$ cat config.mk
export PLATFORM = sky130hd
export DESIGN_NAME = lfsr_bist_controller
export DESIGN_NICKNAME = d
export VERILOG_FILES = /design/src/rtl/lfsr_bist_controller_pkg.sv /design/src/rtl/lfsr_bist_controller_fail_tracker.sv /design/src/rtl/lfsr_bist_controller.sv
export SDC_FILE = /design/constraint.sdc
export NUM_CORES = 1
export LEC_CHECK = 0
export ABC_AREA = 1
export ABC_CLOCK_PERIOD_IN_PS = 1600
export BUFFER_PORTS_ARGS = -buffer_cell sky130_fd_sc_hd__buf_2
export CAP_MARGIN = 20
export CORE_AREA = 2 2 108 110
export DETAILED_ROUTE_END_ITERATION = 16
export DIE_AREA = 0 0 110 112
export PLACE_DENSITY = 0.76
export SYNTH_ARGS = -nofsm -noshare
export SYNTH_HDL_FRONTEND = slang
export SYNTH_SLANG_ARGS = --single-unit
export TNS_END_PERCENT = 5
$ cat constraint.sdc
create_clock -name clk -period 1.6 [get_ports clk]
set_clock_uncertainty 0.05 [all_clocks]
set_input_delay 0.24 -clock clk [delete_from_list [all_inputs] [get_ports clk]]
set_output_delay 0.24 -clock clk [all_outputs]
set_load 0.02 [all_outputs]
$ cat src/rtl/lfsr_bist_controller_pkg.sv
// Shared types and constants for the LFSR memory BIST.
// State encoding, phase values and default seed.
package lfsr_bist_controller_pkg;

  localparam logic [2:0] ST_IDLE  = 3'd0;
  localparam logic [2:0] ST_LOAD  = 3'd1;
  localparam logic [2:0] ST_WRITE = 3'd2;
  localparam logic [2:0] ST_RLOAD = 3'd3;
  localparam logic [2:0] ST_READ  = 3'd4;
  localparam logic [2:0] ST_DRAIN = 3'd5;
  localparam logic [2:0] ST_DONE  = 3'd6;

  typedef enum logic [2:0] {
    IDLE  = ST_IDLE,
    LOAD  = ST_LOAD,
    WRITE = ST_WRITE,
    RLOAD = ST_RLOAD,
    READ  = ST_READ,
    DRAIN = ST_DRAIN,
    DONE  = ST_DONE
  } state_t;

  localparam logic PH_TRUE = 1'b0;
  localparam logic PH_INV  = 1'b1;

  localparam logic [31:0] DEFAULT_SEED = 32'hACE1_CAFE;

  function automatic logic can_start(input state_t s);
    return (s == IDLE) || (s == DONE);
  endfunction

endpackage

$ cat src/rtl/lfsr_bist_controller_fail_tracker.sv
// Read-back compare for the BIST: delayed read tracking,
// saturating mismatch counter and first-fail address capture.
module bist_fail_tracker #(
  parameter int ADDR_WIDTH     = 8,
  parameter int DATA_WIDTH     = 32,
  parameter int FAIL_CNT_WIDTH = 16
) (
  input  logic                      clk,
  input  logic                      rst,
  input  logic                      clear,
  input  logic                      rd_en,
  input  logic [ADDR_WIDTH-1:0]     rd_addr,
  input  logic [DATA_WIDTH-1:0]     expected,
  input  logic [DATA_WIDTH-1:0]     rdata,
  output logic                      cmp_valid,
  output logic [FAIL_CNT_WIDTH-1:0] fail_count,
  output logic [ADDR_WIDTH-1:0]     fail_addr
);

  logic [ADDR_WIDTH-1:0] addr_q;
  logic                  seen_q;
  logic                  miss;

  assign miss = cmp_valid && (rdata != expected);

  // Track each read one cycle and fold mismatches into the counters.
  always_ff @(posedge clk) begin
    if (rst) begin
      cmp_valid  <= 1'b0;
      addr_q     <= '0;
      seen_q     <= 1'b0;
      fail_count <= '0;
      fail_addr  <= '0;
    end else begin
      cmp_valid <= rd_en;
      addr_q    <= rd_addr;
      if (clear) begin
        seen_q     <= 1'b0;
        fail_count <= '0;
        fail_addr  <= '0;
      end else if (miss) begin
        if (fail_count != '1)
          fail_count <= fail_count + FAIL_CNT_WIDTH'(1);
        if (!seen_q) begin
          seen_q    <= 1'b1;
          fail_addr <= addr_q;
        end
      end
    end
  end

endmodule

$ cat src/rtl/lfsr_bist_controller.sv
// Random-pattern memory BIST sequencer: fill with LFSR data,
// reload seed, read back and compare; true then inverted pass.
module lfsr_bist_controller
  import lfsr_bist_controller_pkg::*;
#(
  parameter int ADDR_WIDTH     = 8,
  parameter int DATA_WIDTH     = 32,
  parameter int FAIL_CNT_WIDTH = 16
) (
  input  logic                      clk,
  input  logic                      rst,
  input  logic                      start,
  input  logic [DATA_WIDTH-1:0]     seed_value,
  output logic                      lfsr_load_seed,
  output logic [DATA_WIDTH-1:0]     lfsr_seed,
  output logic                      lfsr_enable,
  input  logic [DATA_WIDTH-1:0]     lfsr_pattern,
  output logic [ADDR_WIDTH-1:0]     mem_addr,
  output logic                      mem_we,
  output logic [DATA_WIDTH-1:0]     mem_wdata,
  output logic                      mem_re,
  input  logic [DATA_WIDTH-1:0]     mem_rdata,
  output logic                      busy,
  output logic                      done,
  output logic                      pass,
  output logic [FAIL_CNT_WIDTH-1:0] fail_count,
  output logic [ADDR_WIDTH-1:0]     fail_addr
);

  localparam int DEPTH = 2 ** ADDR_WIDTH;

  state_t                state;
  logic [ADDR_WIDTH-1:0] cnt;
  logic                  ph;
  logic                  accept;
  logic                  last;
  logic                  cmp_valid;
  logic [DATA_WIDTH-1:0] pat;

  assign accept = start && can_start(state);
  assign last   = (cnt == ADDR_WIDTH'(DEPTH - 1));
  assign pat    = lfsr_pattern ^ {DATA_WIDTH{ph}};

  assign lfsr_load_seed = (state == LOAD) || (state == RLOAD);
  assign mem_we         = (state == WRITE);
  assign mem_re         = (state == READ);
  assign lfsr_enable    = mem_we || cmp_valid;
  assign mem_addr       = (mem_we || mem_re) ? cnt : '0;
  assign mem_wdata      = mem_we ? pat : '0;
  assign pass           = done && (fail_count == '0);

  // Sequencer: state, address counter, phase and status flags.
  always_ff @(posedge clk) begin
    if (rst) begin
      state     <= IDLE;
      cnt       <= '0;
      ph        <= PH_TRUE;
      lfsr_seed <= '0;
      busy      <= 1'b0;
      done      <= 1'b0;
    end else begin
      unique case (state)
        IDLE, DONE: begin
          if (start) begin
            lfsr_seed <= seed_value;
            ph        <= PH_TRUE;
            busy      <= 1'b1;
            done      <= 1'b0;
            state     <= LOAD;
          end
        end
        LOAD: begin
          cnt   <= '0;
          state <= WRITE;
        end
        WRITE: begin
          if (last) begin
            cnt   <= '0;
            state <= RLOAD;
          end else begin
            cnt <= cnt + ADDR_WIDTH'(1);
          end
        end
        RLOAD: begin
          cnt   <= '0;
          state <= READ;
        end
        READ: begin
          if (last) begin
            cnt   <= '0;
            state <= DRAIN;
          end else begin
            cnt <= cnt + ADDR_WIDTH'(1);
          end
        end
        DRAIN: begin
          if (ph == PH_TRUE) begin
            ph    <= PH_INV;
            state <= LOAD;
          end else begin
            busy  <= 1'b0;
            done  <= 1'b1;
            state <= DONE;
          end
        end
        default: state <= IDLE;
      endcase
    end
  end

  bist_fail_tracker #(
    .ADDR_WIDTH    (ADDR_WIDTH),
    .DATA_WIDTH    (DATA_WIDTH),
    .FAIL_CNT_WIDTH(FAIL_CNT_WIDTH)
  ) u_track (
    .clk       (clk),
    .rst       (rst),
    .clear     (accept),
    .rd_en     (mem_re),
    .rd_addr   (mem_addr),
    .expected  (pat),
    .rdata     (mem_rdata),
    .cmp_valid (cmp_valid),
    .fail_count(fail_count),
    .fail_addr (fail_addr)
  );

endmodule

* Yosys cells after proc, flatten, opt, wreduce, memory -nomap -nowiden
Index checks and enable logic that the tools add are counted.
Word-level totals: flip-flop bits (word level) 80, output and inout port bits 103, bits of input ports 99
Operators by class: multiplexer cells 16, bitwise operators 2, reduce and logical (&&, ||, !) cells 21, eq/ne operators 13, add/sub/neg operators 2
Operators with widths (count):
- 32-bit 2-to-1 mux | 1
- 32-bit != test | 1
- 32-bit bitwise XOR | 1
- 3-bit case mux with 6 select lines | 1
- 16-bit by 1-bit adder with 16-bit output (second input constant) | 1
- 16-bit zero test | 1
- 8-bit 2-to-1 mux | 2
- 16-bit != test (second input constant) | 1
- 8-bit case mux with 2 select lines | 1
- 3-bit 2-to-1 mux | 4
- 3-bit equality test (second input constant) | 3
- 8-bit by 1-bit adder with 8-bit output (second input constant) | 1
- 8-bit equality test (second input constant) | 1
- 2-bit AND reduction | 4
- 2-bit OR reduction | 4
- 3-bit by 2-bit equality test with 1-bit output (second input constant) | 2
- 1-bit case mux with 2 select lines | 3
- 3-bit AND reduction | 2
- 1-bit logical OR | 4
- 1-bit 2-to-1 mux | 4
- 2-bit by 1-bit != test with 1-bit output (second input constant) | 2
- 2-bit != test (second input constant) | 2
- 2-bit nonzero test | 2
- 3-bit by 1-bit equality test with 1-bit output (second input constant) | 1
- other kinds (3) | 5

* Depth between registers and ports, before layout
depth in word-level cells 4, depth in mapped cells 17, gate-level depth less buffers 15

* Modules after synthesis
From an unflattened synthesis, not the netlist that was laid out.
Second synthesis, totals: cell total of the unflattened synthesis 817, area, all modules 5004.8 um^2
Modules (own cells, without submodules):
- lfsr_bist_controller | area each 2713.9 um^2, times used 1, cells each 428
- bist_fail_tracker | area each 2290.9 um^2, times used 1, cells each 389

* Least setup slack after synthesis
Ideal clock, no wire load.
kind reg-to-reg, start point register u_track.fail_count[1], end point register u_track.fail_count[10], library setup time 0.132 ns, stages on the path, launching flop included 10, setup slack -0.238 ns, data arrival time 1.655 ns, cell sequence dfxtp_1 ha_1 nand3_1 nor2_1 nand2_1 nor2_1 nand2_1 clkbuf_1 nand4_1 a21oi_1
Between the ends: word-level cells in the longest chain between the ends 2, elaborated cells between the ends (all ways) 3
RTL lines:
- from (decl) | line lfsr_bist_controller_fail_tracker.sv:16 | output logic [FAIL_CNT_WIDTH-1:0] fail_count,
- from (signal assigned) | line lfsr_bist_controller_fail_tracker.sv:43 | fail_count <= fail_count + FAIL_CNT_WIDTH'(1);
- branches (longest 2 deep; another with 16-bit by 1-bit adder with 16-bit output)
Several ways; the timed one is not identified. A chain may end at the register's enable or synchronous reset.

* Worst setup path in the final report
start point register ph, end point register u_track.fail_count[11]
Between the ends: word-level cells in the longest chain between the ends 4
RTL lines:
- from (decl) | line lfsr_bist_controller.sv:34 | logic ph;
- from (signal assigned) | line lfsr_bist_controller.sv:57 | ph <= PH_TRUE;
- from (signal assigned) | line lfsr_bist_controller.sv:66 | ph <= PH_TRUE;
- from (signal assigned) | line lfsr_bist_controller.sv:98 | ph <= PH_INV;
- 32-bit bitwise XOR | line lfsr_bist_controller.sv:42 | assign pat = lfsr_pattern ^ {DATA_WIDTH{ph}};
- 32-bit != test | line lfsr_bist_controller_fail_tracker.sv:24 | assign miss = cmp_valid && (rdata != expected);
- 1-bit logical AND | line lfsr_bist_controller_fail_tracker.sv:24
- 2-bit AND reduction (no source line)
No other way between the ends.

==> impl_results.md <==
* Non-filler cells in the finished layout at 1219
* R2r setup slk at -0.43 ns
* Dominant cell type by count on the critical path: nand2_1
* Routed wirelength normalized by instance count at 12.7 microns
* Maxcap violations at 0
* Unrepaired setup endpoints after global routing: true
* Synthesized net count at 896
* Routed length on met3 at 1090 microns
* DRT Wirelength at 15500 microns
* Placement row count at 39
* Critical Path Slowest Stage Cell: dfxtp_4
* Placed wire-length estimate after detailed placement at 11300 microns
* Share of flip-flops with an asynchronous set or reset at 0
* Share of layout cells above drive strength 1 at 0.394
* Top fanout value on the critical path at 7
* Area growth from synthesis to final layout at 55.9%
* Worst path arrival time at 2.22 ns
* H-tree Lvls at 3
* Die Outline Area at 12300 sq um
* Final count of negative-setup-slack endpoints at 68
* Portion of the post-synthesis area used by sequential elements at 0.331
* Via count of the first global-routing pass at 5362
* Actual slew at the worst max-slew pin at 0.339 ns
* Adder-cell share of the synthesized area at 0.00777
* Vias per Instance at 4.94
* DRC viols at 0
* TritonCTS clock tree: done
* Buffers plus inverters on the worst setup path at 5
* Number of buffers added to fix hold violations after cts at 0
* Die boundary height at 112 microns
* Worst slack at placement at -0.514 ns
* Cell area after technology mapping at 4830 sq um
* Compound-gate portion of the synthesized area at 0.111
* Vias post-DR at 6023
* Pleak at 3.82 nW
* Delay of the slowest critical-path stage at 0.37 ns
* Final nets at 1173
* Post-Route Hold Slack at 0.0982 ns
* Total placed cells including tap cells at 1196
* # clock sinks at 80
* Wire length of the first global-routing pass at 23700 microns
* Nature of the critical path endpoint: flip-flop
* Yosys warning total at 0
* Initial standard-cell utilization of the core at 0.433
* Leading cell types in the layout, fill and taps excluded: nand2_1, buf_2, nor2_1
* Number of nets still failing antenna checks after routing at 0
* Most frequent standard cell in the layout excluding fill and tap cells: nand2_1
* Die width at 110 microns
* Number of optimization iterations in the first detailed-route pass at 5
* Fraction of synthesized area in multiplexers at 0
* Post-synthesis cell type count at 32
* Crit path max-delay family: simple AND/OR/NAND/NOR gates
* Antenna violations before repair at 0
* M1 WL at 6300 microns
* Number of flops mapped to enable cells by yosys at 0
* Pin count of the biggest net entering global routing at 36
* Type of the worst setup path: reg2reg
* Xor-xnor portion of the synthesized cell area at 0.0145
* List of cells traversed by the critical path: buf_12 > inv_16 > buf_12 > nand2_2 > nand3b_1 > nand2_1 > nand2_2 > nor2_2 > nand2_1 > nor2_2 > nand2_4 > buf_4 > nand3_1 > nand2_1 > clkinv_1 > nor2_1
* Maximum buffer depth of the clock tree at 2
* Violated checks: negative setup slack
* Fraction of synthesized cell area taken by the top area cell type at 0.331
* Final Hold Fails at 0
* Cell Pwr Density at 1210 nW/um^2
* Clock tree root driver cell: clkbuf_16
* Achievable frequency at 0.492 GHz
* Clock latency at the later pin of the worst-skew pair at 0.33 ns
* Length of routed met2 wiring at 7750 microns
* Dominant cells by area after synthesis: dfxtp_1, nand2_1, nor2_1
* Run status: complete, but fails checks
* Worst EP required at 1.79 ns
* Mapped Avg Cell Area at 6.09 sq um
* Final critical-path share of the clock period at 1.27
* Post-synthesis share of cell area spent on and, or, nand and nor gates at 0.417
* Dominant combinational cell family by area after synthesis: simple AND/OR/NAND/NOR gates
* Clock period minus worst slack at 2.03 ns
* TritonCTS Buffers at 9
* Uppermost routed layer: met4
* Fin worst setup slack at -0.431 ns
* Worst hold-check path type: in2reg
* Prevailing post-synth register cell: dfxtp_1
* Synthesized netlist cell count at 794
* Area of the core at 11200 sq um
* Maximum ir drop on the vdd rail at 0.00110 V
* Final count of pins violating max slew at 0
* Category of the worst setup path launch point: flip-flop
* Global routing usage summed across all routing layers at 0.237
* Headroom to the max-slew limit at 0.773
* Total power at 9.14 mW
* Gpl congestion at 0.908
* Overflow after GRT at 0
* Cell type with the highest aggregate area in the netlist: dfxtp_1
* FF+latch count, synth at 80
* Antenna Diode Count at 0
* # IOs at 202
* Number of DRC markers in iteration 0 at 403
* Count of input and output buffers at 201
* Worst-path clk slew at 0.06 ns
-- path summary, 6_finish.rpt --
| kind | start | to | cells after the start |
|---|---|---|---|
| max | ph | u_track.fail_count[11] | 16 |
| min reg2reg | u_track.fail_addr[2] | u_track.fail_addr[2] | 2 |
| max reg2reg | ph | u_track.fail_count[11] | 16 |
| min | seed_value[30] | lfsr_seed[30] | 3 |
-- layer usage --
layer | GRT usage | up-vias
li1 | - | 3086
met1 | 0.278 | 2699
met2 | 0.413 | 206
met3 | 0.0609 | 32
met4 | 0.0785 | 0
met5 | 0 | -
-- cells in the mapped netlist (3+ instances only) --
library cell,count
buf_4,5
nor3_1,16
a211oi_1,3
o21ai_0,38
ha_1,3
dfxtp_1,80
clkinv_1,6
nor2_1,113
nand2_2,11
buf_6,4
inv_1,94
nand3b_1,18
nand3_1,41
nand2_1,230
clkbuf_1,21
nand4_1,28
a21oi_1,56
xor2_1,6
-- what timing repair did --
item	4_1_cts	5_1_grt
hold endpoints to repair	0	0
resized for setup	72	65
pin swaps	6	16
setup endpoints to repair	70	82
setup buffers	0	2
gates cloned	0	5
-- stage by stage --
| stage | cell area (sq um) | util | setup TNS (ns) |
|---|---|---|---|
| global placement | 6660 | 0.596 | -10.93 |
| global route | 7530 | 0.674 | -23.63 |
| CTS | 7200 | 0.644 | -16.28 |
| detailed placement | 6660 | 0.596 | -11.72 |
| floorplan | 4930 | - | -3.59 |
| finish | 7530 | 0.674 | -17.26 |
-- report_power, final --
group	switching [mW]	total, mW	internal [mW]
clock network	0.826	2.19	1.37
registers	0.189	2.52	2.34
logic	2.70	4.42	1.73
-- layout make-up --
cell class	instances	area [sq um]
fillers	984	3640
clock buffers	9	225
inverters	101	395
repair buffers	299	2040
repair inverters	1	8.76
multi-input cells	579	2980
well taps	143	179
clock inverters	7	95.1
flip-flops and latches	80	1610
-- worst register-to-register path, stage by stage, from the launching register on --
cell and delay, ns:
dfxtp_4 0.37, buf_12 0.17, inv_16 0.06, buf_12 0.14, nand2_2 0.07, nand3b_1 0.08, nand2_1 0.08, nand2_2 0.06
nor2_2 0.12, nand2_1 0.07, nor2_2 0.15, nand2_4 0.13, buf_4 0.19, nand3_1 0.06, nand2_1 0.05, clkinv_1 0.04
nor2_1 0.03
-- sequential cells by signal (all words and copies together), names as in the netlist, 3 cells and up --
name,flops
state,3
u_track.fail_addr,8
lfsr_seed,32
cnt,8
u_track.fail_count,16
u_track.addr_q,8
-- kinds of logic (layout without fill, tap and decap cells) --
| family | count (synthesis) | after routing |
|---|---|---|
| simple gates | 466 | 466 |
| buf+inv | 135 | 417 |
| compound gates | 102 | 102 |
| flops | 80 | 80 |
| xor+xnor | 8 | 8 |
| fa+ha+maj | 3 | 3 |
Power figures use the tool's default switching activity.
